`src/rtl/cache_arb_pkg.sv`:
```
// Shared types and constants for the cache/memory arbiter slice.
package cache_arb_pkg;

    localparam int ADDR_WIDTH_DEF = 32;
    localparam int LINE_WIDTH_DEF = 128;

    typedef enum logic [1:0] {
        IDLE  = 2'd0,
        BUSY0 = 2'd1,
        BUSY1 = 2'd2
    } arb_state_t;

    typedef enum logic {
        OP_RD = 1'b0,
        OP_WR = 1'b1
    } arb_op_t;

    // One-hot owner encodings as seen on the grant output.
    localparam logic [1:0] GRANT_NONE = 2'b00;
    localparam logic [1:0] GRANT_P0   = 2'b01;
    localparam logic [1:0] GRANT_P1   = 2'b10;

endpackage

```
`src/rtl/cache_arb_pick.sv`:
```
// Combinational winner selection for the two cache ports.
// CACHE_ARB_RR_EN selects round-robin; otherwise port 1 has fixed priority.
module cache_arb_pick
    import cache_arb_pkg::*;
(
    input  logic       req0,
    input  logic       req1,
`ifdef CACHE_ARB_RR_EN
    input  logic       last_grant,
`endif
    output logic [1:0] win
);

    // One-hot winner from the current requests
    always_comb begin
        win = GRANT_NONE;
`ifdef CACHE_ARB_RR_EN
        // last_grant holds the index of the previous owner; the other port wins a tie
        if (req0 && req1) begin
            win = last_grant ? GRANT_P0 : GRANT_P1;
        end else if (req1) begin
            win = GRANT_P1;
        end else if (req0) begin
            win = GRANT_P0;
        end
`else
        if (req1) begin
            win = GRANT_P1;
        end else if (req0) begin
            win = GRANT_P0;
        end
`endif
    end

endmodule

```
`src/rtl/cache_mem_arbiter.sv`:
```
// Shares one line-wide memory port between the I-cache (port 0) and D-cache
// (port 1). One transaction at a time; completion is steered to its owner.
// Optional build macro: CACHE_ARB_RR_EN (round-robin pick instead of fixed priority).
module cache_mem_arbiter
    import cache_arb_pkg::*;
#(
    parameter int ADDR_WIDTH = ADDR_WIDTH_DEF,
    parameter int LINE_WIDTH = LINE_WIDTH_DEF
) (
    input  logic                  clk,
    input  logic                  rstn,
    input  logic                  p0_r,
    input  logic                  p0_w,
    input  logic [ADDR_WIDTH-1:0] p0_addr,
    input  logic [LINE_WIDTH-1:0] p0_w_data,
    output logic [LINE_WIDTH-1:0] p0_r_data,
    output logic                  p0_ready,
    input  logic                  p1_r,
    input  logic                  p1_w,
    input  logic [ADDR_WIDTH-1:0] p1_addr,
    input  logic [LINE_WIDTH-1:0] p1_w_data,
    output logic [LINE_WIDTH-1:0] p1_r_data,
    output logic                  p1_ready,
    output logic                  mem_r,
    output logic                  mem_w,
    output logic [ADDR_WIDTH-1:0] mem_addr,
    output logic [LINE_WIDTH-1:0] mem_w_data,
    input  logic [LINE_WIDTH-1:0] mem_r_data,
    input  logic                  mem_ready,
    output logic [1:0]            grant
);

    arb_state_t            state;
    logic                  req0;
    logic                  req1;
    logic [1:0]            win;
    arb_op_t               sel_op;
    logic [ADDR_WIDTH-1:0] sel_addr;
    logic [LINE_WIDTH-1:0] sel_data;
`ifdef CACHE_ARB_RR_EN
    logic                  last_grant;
`endif

    assign req0 = p0_r | p0_w;
    assign req1 = p1_r | p1_w;

    cache_arb_pick u_pick (
        .req0       (req0),
        .req1       (req1),
`ifdef CACHE_ARB_RR_EN
        .last_grant (last_grant),
`endif
        .win        (win)
    );

    // Mux the winning port's op, address and line; a write beats a read
    always_comb begin
        if (win == GRANT_P1) begin
            sel_op   = p1_w ? OP_WR : OP_RD;
            sel_addr = p1_addr;
            sel_data = p1_w_data;
        end else begin
            sel_op   = p0_w ? OP_WR : OP_RD;
            sel_addr = p0_addr;
            sel_data = p0_w_data;
        end
    end

    // Transaction FSM; the registered memory outputs double as the transaction buffer
    always_ff @(posedge clk or negedge rstn) begin
        if (!rstn) begin
            state      <= IDLE;
            mem_r      <= 1'b0;
            mem_w      <= 1'b0;
            mem_addr   <= '0;
            mem_w_data <= '0;
            grant      <= GRANT_NONE;
`ifdef CACHE_ARB_RR_EN
            last_grant <= 1'b0;
`endif
        end else begin
            case (state)
                IDLE: begin
                    if (win != GRANT_NONE) begin
                        state      <= (win == GRANT_P1) ? BUSY1 : BUSY0;
                        mem_r      <= (sel_op == OP_RD);
                        mem_w      <= (sel_op == OP_WR);
                        mem_addr   <= sel_addr;
                        mem_w_data <= sel_data;
                        grant      <= win;
`ifdef CACHE_ARB_RR_EN
                        last_grant <= (win == GRANT_P1);
`endif
                    end
                end
                BUSY0, BUSY1: begin
                    if (mem_ready) begin
                        state <= IDLE;
                        mem_r <= 1'b0;
                        mem_w <= 1'b0;
                        grant <= GRANT_NONE;
                    end
                end
                default: begin
                    state <= IDLE;
                    mem_r <= 1'b0;
                    mem_w <= 1'b0;
                    grant <= GRANT_NONE;
                end
            endcase
        end
    end

    // Completion is steered by state so a stray mem_ready in IDLE is dropped
    always_comb begin
        p0_ready = (state == BUSY0) && mem_ready;
        p1_ready = (state == BUSY1) && mem_ready;
    end

    assign p0_r_data = mem_r_data;
    assign p1_r_data = mem_r_data;

endmodule

```
`config.mk`:
```
export PLATFORM = sky130hd
export DESIGN_NAME = cache_mem_arbiter
export DESIGN_NICKNAME = d
export VERILOG_FILES = /design/src/rtl/cache_arb_pkg.sv /design/src/rtl/cache_arb_pick.sv /design/src/rtl/cache_mem_arbiter.sv
export SDC_FILE = /design/constraint.sdc
export NUM_CORES = 1
export LEC_CHECK = 0
export BUFFER_PORTS_ARGS = -buffer_cell sky130_fd_sc_hd__buf_2
export CAP_MARGIN = 10
export CORE_AREA = 2 2 343 345
export DETAILED_ROUTE_END_ITERATION = 16
export DIE_AREA = 0 0 345 347
export HOLD_SLACK_MARGIN = 0.06
export PLACE_DENSITY = 0.38
export SKIP_LAST_GASP = 1
export SLEW_MARGIN = 20
export SYNTH_ARGS = -nofsm -noshare
export SYNTH_HDL_FRONTEND = slang
export SYNTH_SLANG_ARGS = --single-unit
```
`constraint.sdc`:
```
create_clock -name clk -period 2.75 [get_ports clk]
set_input_delay 0.825 -clock clk [delete_from_list [all_inputs] [get_ports clk]]
set_output_delay 0.825 -clock clk [all_outputs]
set_load 0.01 [all_outputs]
```
Word-level counts from Yosys, hierarchy flattened
Cells that the tools add are included.
{"block": "word_totals", "input_bits": 455, "n_memories": 0, "ff_bits": 166, "ram_bits": 0, "latch_bits": 0, "rom_bits": 0, "wordCells": 39, "output_inout_bits": 422}
{"block": "classes", "muxes": 18, "addsub": 0, "n_eq_ne": 5, "div": 0, "multipliers": 0, "bitwise_logic": 3, "n_lt_le_gt_ge": 0, "shifts": 0, "reduce_logical": 7}
{"cell": "2-to-1 mux 128 bit", "n": 1}
{"cell": "2-to-1 mux 32 bit", "n": 1}
{"cell": "2-to-1 mux 2 bit", "n": 5}
{"cell": "one-hot mux 2 bit (2 select lines)", "n": 2}
{"cell": "2-to-1 mux 1 bit", "n": 7}
{"cell": "equality test 2 bit, second input constant", "n": 2}
{"cell": "!= test 2 bit, second input constant", "n": 2}
{"cell": "one-hot mux 1 bit (2 select lines)", "n": 2}
{"cell": "AND reduction 2 bit", "n": 2}
{"cell": "equality test 2 x 1 -> 1 bit, second input constant", "n": 1}
{"cell": "logical AND 1 bit", "n": 2}
{"cell": "zero test 2 bit", "n": 1}
{"cell": "bitwise OR 1 bit", "n": 2}
{"cell": "nonzero test 2 bit", "n": 1}
{"cell": "OR reduction 2 bit", "n": 1}
{"cell": "inverter 1 bit", "n": 1}

Logic depth before layout (Yosys ltp)
Gate-level depths: netlist of run 1.
{"block": "logic_depth", "depth_word": 8, "mapped_depth": 8, "ltp_nobuf": 5}

Hierarchy
Synthesis of run 1 repeated with hierarchy kept, for this count alone.
{"block": "hier_totals", "hier_cells": 988, "hier_area_um2": 9668.0}
{"mod": "cache_mem_arbiter", "seq_area_each_um2": 4154.0, "area_per_inst_um2": 9646.8, "cells_each": 986, "n_inst": 1}
{"mod": "cache_arb_pick", "seq_area_each_um2": 0.0, "area_per_inst_um2": 21.3, "cells_each": 2, "n_inst": 1}

Worst setup path after synthesis of run 1
OpenSTA, ideal clock, no wires.
{"block": "synth_path", "path_type": "input to register", "from": "input p1_w", "to": "register mem_addr[0]", "n_path_buf": 4, "setup_time_ps": 83, "required_ps": 2667, "arrival_ps": 1894, "path_slack_ps": 773, "path_stages": 7, "cell_sequence": "buf_2 o41ai_4 buf_4 buf_6 buf_4 nand2_1 o21ai_0"}
{"block": "synth_between", "elab_chain_len": 4, "word_cells_on_any_way": 6, "cone_classes": "eq/ne: 1; mux: 2; bitwise: 1; reduce/logical: 2"}
{"element": "from (decl)", "line": "cache_mem_arbiter.sv:19", "source": "input logic p1_w,"}
{"element": "bitwise OR 1 bit *", "line": "cache_mem_arbiter.sv:45", "source": "assign req1 = p1_r | p1_w;"}
{"element": "2-to-1 mux 2 bit *", "line": "cache_arb_pick.sv:27", "source": "if (req1) begin"}
{"element": "equality test 2 bit or nonzero test 2 bit (tied branches)", "line": "cache_mem_arbiter.sv:58, cache_mem_arbiter.sv:84"}
{"element": "2-to-1 mux 32 bit or AND reduction 2 bit (tied branches)"}
{"element": "to (signal assigned)", "line": "cache_mem_arbiter.sv:88", "source": "mem_addr <= sel_addr;"}
{"element": "to (decl)", "line": "cache_mem_arbiter.sv:26", "source": "output logic [ADDR_WIDTH-1:0] mem_addr,"}
Every way passes the cells marked *; elsewhere a longest branch is shown, timed or not.
A chain may end at the register's enable or synchronous reset.

==> impl_metrics.toml, run 1 <==
[status]
status = "finished, final reports clean"

[timing]
slew_headroom_pct = 66.23
slew_violations = 0
setup_tns_ps = 0
rsz0062_at_grt = "no"
worst_slew_pin_slew_ps = 502.0
fin_crit_sh_pct = 84.27
holdWs_ps = 284.1
max_freq_mhz = 431.5
skew_ps = 14.57
setup_violations = 0
hold_violations = 0
finalCriticalPeriod_ps = 2318

[worst_setup_path]
cpMaxStageDelayCell = "dfrtp_1"
cpPeakStageDelay_ps = 400
setup.worst_path.class = "reg -> out"
critPathMaxFanout = 4
critPathRequiredTime_ps = 1930
worst_setup_path_end_kind = "primary output"
reg2reg_to = "mem_addr[3]"
start_kind = "flip-flop"
reg2reg_depth = 6
crit_arrival_ps = 1490
rr_startpoint = "grant[1]"
crit_path_cell_trace = "inv_1 -> ha_1 -> and2_1 -> buf_2"
ff2ff_setup_slack_ps = 940

[route]
ant_nets = 0
viasPerCell = 2.670
drt_iter0_markers = 255
drtPass1Iterations = 4
routed-via-count = 7392
drc = 0
routed_wl_um = 41190
wl_per_cell_um = 14.87

[power]
power.density_nw_per_um2 = 926.5
peakVddDrop_mv = 0.4587
p_leak_nw = 5.777
totalPowerFinal_mw = 11.81

[synthesis]
avgSynthCellArea_um2 = 9.720
yosys_warnings = 0
syn_area_um2 = 9574
synth_cell_types = 27
synthCells = 985
postSynthNetCount = 1443
synth-seq-area-share_pct = 43.13
synth-seq-cells = 165

[place]
gp_congestion = 0.7448
portBuffers = 492
hpwlAfterDp_um = 34390
dp_cells = 2736

[floorplan]
coreArea_um2 = 115700
die_w_um = 345
num_rows = 125
pin_count = 877
die_area_um2 = 119700
start_util_pct = 8.272
die_h_um = 347

[clock_network]
cts_tree = "yes"
clock-sinks = 165
postCtsHoldBufs = 0
cts_resized = 0
clk_pin_slew_ps = 70
clock_tree.buffer_depth = 2
clkLatencyLatePin_ps = 500
post_cts_buffers = 0
h-tree-depth = 4
cts_root_buf = "clkbuf_16"
cts_buffers = 17

[finish]
area_delta_synth_final_pct = 33.13
final_nets = 1689
layoutNonFillerInstCount = 2769
drive_above_1_share_pct = 45.89

[global_routing]
antenna_found_initial = 15
track_usage_pct = 6.872
grt_pass1_vias = 7715
grt_overflow = 0
grt_pass1_wl_um = 57080
grt_max_degree = 66

[flow_run]
drv_cap = 0

[hold_path]
worst_hold_path_type = "in -> async"
==> sequential cells by signal (all words and copies together) (netlist names) <==
signal      count
mem_r           1
mem_addr       32
state           1
grant           2
mem_w_data    128
mem_w           1
==> synth_stat cells <==
library cell	count	area, um2
o211ai_1	1	7.510
mux2i_1	160	1602
a211o_1	1	8.760
a22o_1	1	8.760
clkbuf_2	13	65.06
a22oi_1	1	7.510
dfrtp_1	165	4129
buf_4	269	2019
nand2b_1	1	6.260
nor2_4	1	11.26
and2_1	3	18.77
nor4_1	1	6.260
inv_1	3	11.26
o21ai_0	119	595.6
o41ai_4	1	27.53
o21ai_1	42	210.2
buf_6	1	11.26
nor2b_1	1	6.260
or2_2	1	6.260
nor2_1	2	7.510
nand3_1	1	5.000
clkbuf_1	3	11.26
buf_2	24	120.1
nand2_1	162	608.1
ha_1	3	37.54
o22ai_1	1	6.260
a21oi_1	4	20.02
==> per-layer routing <==
layer  GRT usage [%]  up-vias  share of wire [%]
li1                -     3521                  -
met1           7.267     3214                 38
met2           9.768      508                 42
met3           4.645      141                 14
met4           4.619        8                5.4
met5          0.6002        -               0.22
==> where the power goes <==
part / total (mW) / switching, mW / internal (mW)
sequential: 4.29 / 0.643 / 3.64
clock: 2.56 / 1.16 / 1.40
combinational: 4.96 / 3.02 / 1.94
==> cell usage in the layout, fill, tap and decap left out, types with 3 or more instances in the layout <==
| cell | instances |
|---|---|
| and2_1 | 3 |
| buf_12 | 7 |
| dfrtp_1 | 165 |
| buf_2 | 491 |
| nand2_1 | 162 |
| ha_1 | 3 |
| clkbuf_16 | 17 |
| inv_6 | 3 |
| diode_2 | 3 |
| mux2i_1 | 160 |
| a21oi_1 | 4 |
| buf_4 | 38 |
| clkbuf_8 | 4 |
| o21ai_0 | 119 |
| o21ai_1 | 42 |
| inv_1 | 3 |
==> how the worst max path moves through the flow <==
stage,from,to,cells past startpoint
after floorplan,p1_w,mem_addr[0],7
after global placement,p1_w,mem_w_data[5],6
after detailed placement,p1_w,mem_w_data[5],6
after CTS,grant[1],p0_ready,4
after global routing,grant[1],p0_ready,4
final,grant[1],p0_ready,4
==> area by class of cell <==
cell class	count	area, um2
repair buffers	537	2897
well taps	1524	1907
fillers	13490	103000
multi-input cells	507	3207
inverters	3	11.26
diodes	3	7.507
clock inverters	10	121.4
clock buffers	20	466.7
flip-flops and latches	165	4129
==> metrics by stage <==
stage                     worst slack, ps  utilization [%]  instance area [um2]
after CTS                           336.9            11.01                12740
final                               432.5            11.01                12750
after floorplan                     773.2                -                 9574
after global routing                297.5            11.01                12740
after global placement              378.7            10.50                12150
after detailed placement            352.3            10.50                12150
==> cells by family (layout without fill, tap and decap cells) <==
kind of cell | after synthesis | in the layout | synth area share, %
and+or+nand+nor | 173 | 173 | 7.057
adders and majority gates | 3 | 3 | 0.3921
buffers and inverters | 313 | 570 | 23.38
other | 0 | 3 | 0
AOI/OAI and AO/OA | 171 | 171 | 9.318
DFF | 165 | 165 | 43.13
muxes | 160 | 160 | 16.73
==> critical path, delay by kind of cell (launching register included) <==
kind / cells / cell delay (ps)
flip-flops: 1 / 400
buffers and inverters: 2 / 250
adder cells (fa/ha/maj): 1 / 190
AND/OR/NAND/NOR: 1 / 130
Power figures use the tool's default switching activity.
==> inputs of run 2 (changes only) <==
CORE_AREA = 2 2 345 347   (was 2 2 343 345)
DIE_AREA = 0 0 347 349   (was 0 0 345 347)
clock period = 2.08 ns   (was 2.75 ns; I/O delays follow)
==> run 2 against run 1 <==
First-iteration DRC count up 23%. Critical endpoint unchanged. Flip-flop and latch count did not move. Routed wire length up 1.5%. Final area grew 2.9%. Count of clock-buffer cells in the layout increased by 1. Utilization increased by 0.15 points. Cell count is 1.6% higher. Clock power up 40%.
==> impl_metrics.toml, run 2 (synthesis gave the netlist of run 1 again) <==
[floorplan]
coreArea_um2 = 117500
pin_count = 877
die_h_um = 349
start_util_pct = 8.152
die_w_um = 347
die_area_um2 = 121100
num_rows = 126

[power]
peakVddDrop_mv = 0.6301
swShare_pct = 40.62
p_seq_share_pct = 34.8
p_leak_nw = 5.953
intPower_mw = 9.751
power.density_nw_per_um2 = 1252
clkPwrFrac_pct = 21.8
p_sw_mw = 6.669
power_frac_comb_pct = 43.4
totalPowerFinal_mw = 16.42

[clock_network]
cts_tree = "yes"
cts_buffers = 17
cts_root_buf = "clkbuf_16"
clk_pin_slew_ps = 80
clock-sinks = 165
clkLatencyLatePin_ps = 490
clock_tree.buffer_depth = 2
h-tree-depth = 4

[global_routing]
grt_pass1_wl_um = 56260
antenna_found_initial = 20
grt_overflow = 0
grt_max_degree = 51
grt_pass1_vias = 7666
track_usage_pct = 6.664

[place]
gp_congestion = 0.7111
place_area_um2 = 12380
hpwlAfterDp_um = 34020
dp_cells = 2768
portBuffers = 492

[worst_setup_path]
setup.worst_path.class = "reg -> out"
critPathRequiredTime_ps = 1460
crit_arrival_ps = 1380
critPathMaxFanout = 3
start_kind = "flip-flop"
worst_setup_path_end_kind = "primary output"

[timing]
rsz0062_at_grt = "yes"
holdWs_ps = 404.8
fin_crit_sh_pct = 96.26
max_freq_mhz = 499.5
worst_slew_pin_slew_ps = 697.7
finalCriticalPeriod_ps = 2002
slew_violations = 0
setup_tns_ps = 0
slew_headroom_pct = 53.33
skew_ps = 13.29
setup_violations = 0
hold_violations = 0

[hold_path]
worst_hold_path_type = "in -> reg"

[route]
routed_wl_um = 41820
ant_nets = 0
routed-via-count = 7515
wl_per_cell_um = 14.87
drc = 0
drt_iter0_markers = 314
drtPass1Iterations = 4
viasPerCell = 2.672

[finish]
final_common_cell = "buf_2"
regMostFlops = "mem_w_data"
layoutNonFillerInstCount = 2812
num-fill-cells = 13610
largestRegisters = "mem_w_data (128), mem_addr (32), grant (2)"
drive_above_1_share_pct = 47.53
stdcell_area_um2 = 13110
final_cell_mix = "buf_2, dfrtp_1, nand2_1, mux2i_1, o21ai_0"
area_delta_synth_final_pct = 36.97
largest_reg_flops = 128
final_nets = 1719

[flow_run]
drv_cap = 0

[status]
status = "finished, final reports clean"
-- run 2: cell types whose count changed in the layout (fill, tap and decap cells not counted), sizes merged --
cell         delta
buf            +28
clkbuf          +2
clkinv          -2
bufinv          +1
clkinvlp        +1
dlygate4sd3     +1
-- run 2: final timing paths --
| kind | start | end | slack (ps) | cells after the start |
|---|---|---|---|---|
| max reg2reg | grant[1] | mem_addr[16] | 110 | 9 |
| min reg2reg | mem_w_data[22] | mem_w_data[22] | 480 | 2 |
| max | grant[1] | p0_ready | 80 | 4 |
| max in group asynchronous | rstn | mem_w_data[62] | 810 | 4 |
| min in group asynchronous | rstn | grant[1] | 590 | 2 |
| min | p0_w_data[58] | mem_w_data[58] | 400 | 3 |
-- run 2: metal layers --
layer | global-route usage [%] | vias to the layer above | wire length [um]
met2 | 9.473 | 514 | 17310
met5 | 0.4802 | - | 103
met1 | 7.352 | 3299 | 16740
met4 | 4.099 | 6 | 2070
li1 | - | 3576 | -
met3 | 4.237 | 120 | 5597
-- run 2: timing repair --
item | in CTS | in global routing
buffers inserted | 4 | 2
cloned | 0 | 3
gates resized for setup | 5 | 7
endpoints found under the hold margin | 23 | 0
pin swaps | 0 | 1
hold buffers | 1 | 0
setup endpoints to repair | 2 | 108
-- run 2: layout make-up --
| class | instances | area, um2 | share of cell area (%) |
|---|---|---|---|
| Sequential cell | 165 | 4129 | 31.49 |
| Clock inverter | 10 | 145.1 | 1.107 |
| Multi-Input combinational cell | 507 | 3219 | 24.55 |
| Tap cell | 1536 | 1922 | 14.66 |
| Inverter | 3 | 11.26 | 0.08587 |
| Timing Repair Buffer | 567 | 3219 | 24.55 |
| Antenna cell | 3 | 7.507 | 0.05725 |
| Clock buffer | 21 | 460.4 | 3.511 |
-- run 2: stage by stage --
step                util (%)  setup slack, ps
floorplan                  -            304.2
global placement       10.54            20.07
detailed placement     10.54            11.54
CTS                    11.10           -15.52
global route           11.16           -35.48
finish                 11.17            77.84
-- run 2: worst max-delay path, stage by stage (launching register included) --
cell	delay, ps
dfrtp_1	420
inv_2	80
ha_2	160
and2_4	130
buf_6	90
-- run 2: power groups by stage --
stage	Sequential, mW	Clock, mW	Combinational [mW]
after CTS	5.76	3.84	7.07
after global routing	5.95	3.91	8.04
after global placement	5.80	0	6.98
after detailed placement	5.78	0	7.02
final	5.72	3.58	7.12
after floorplan	6.41	0	3.21
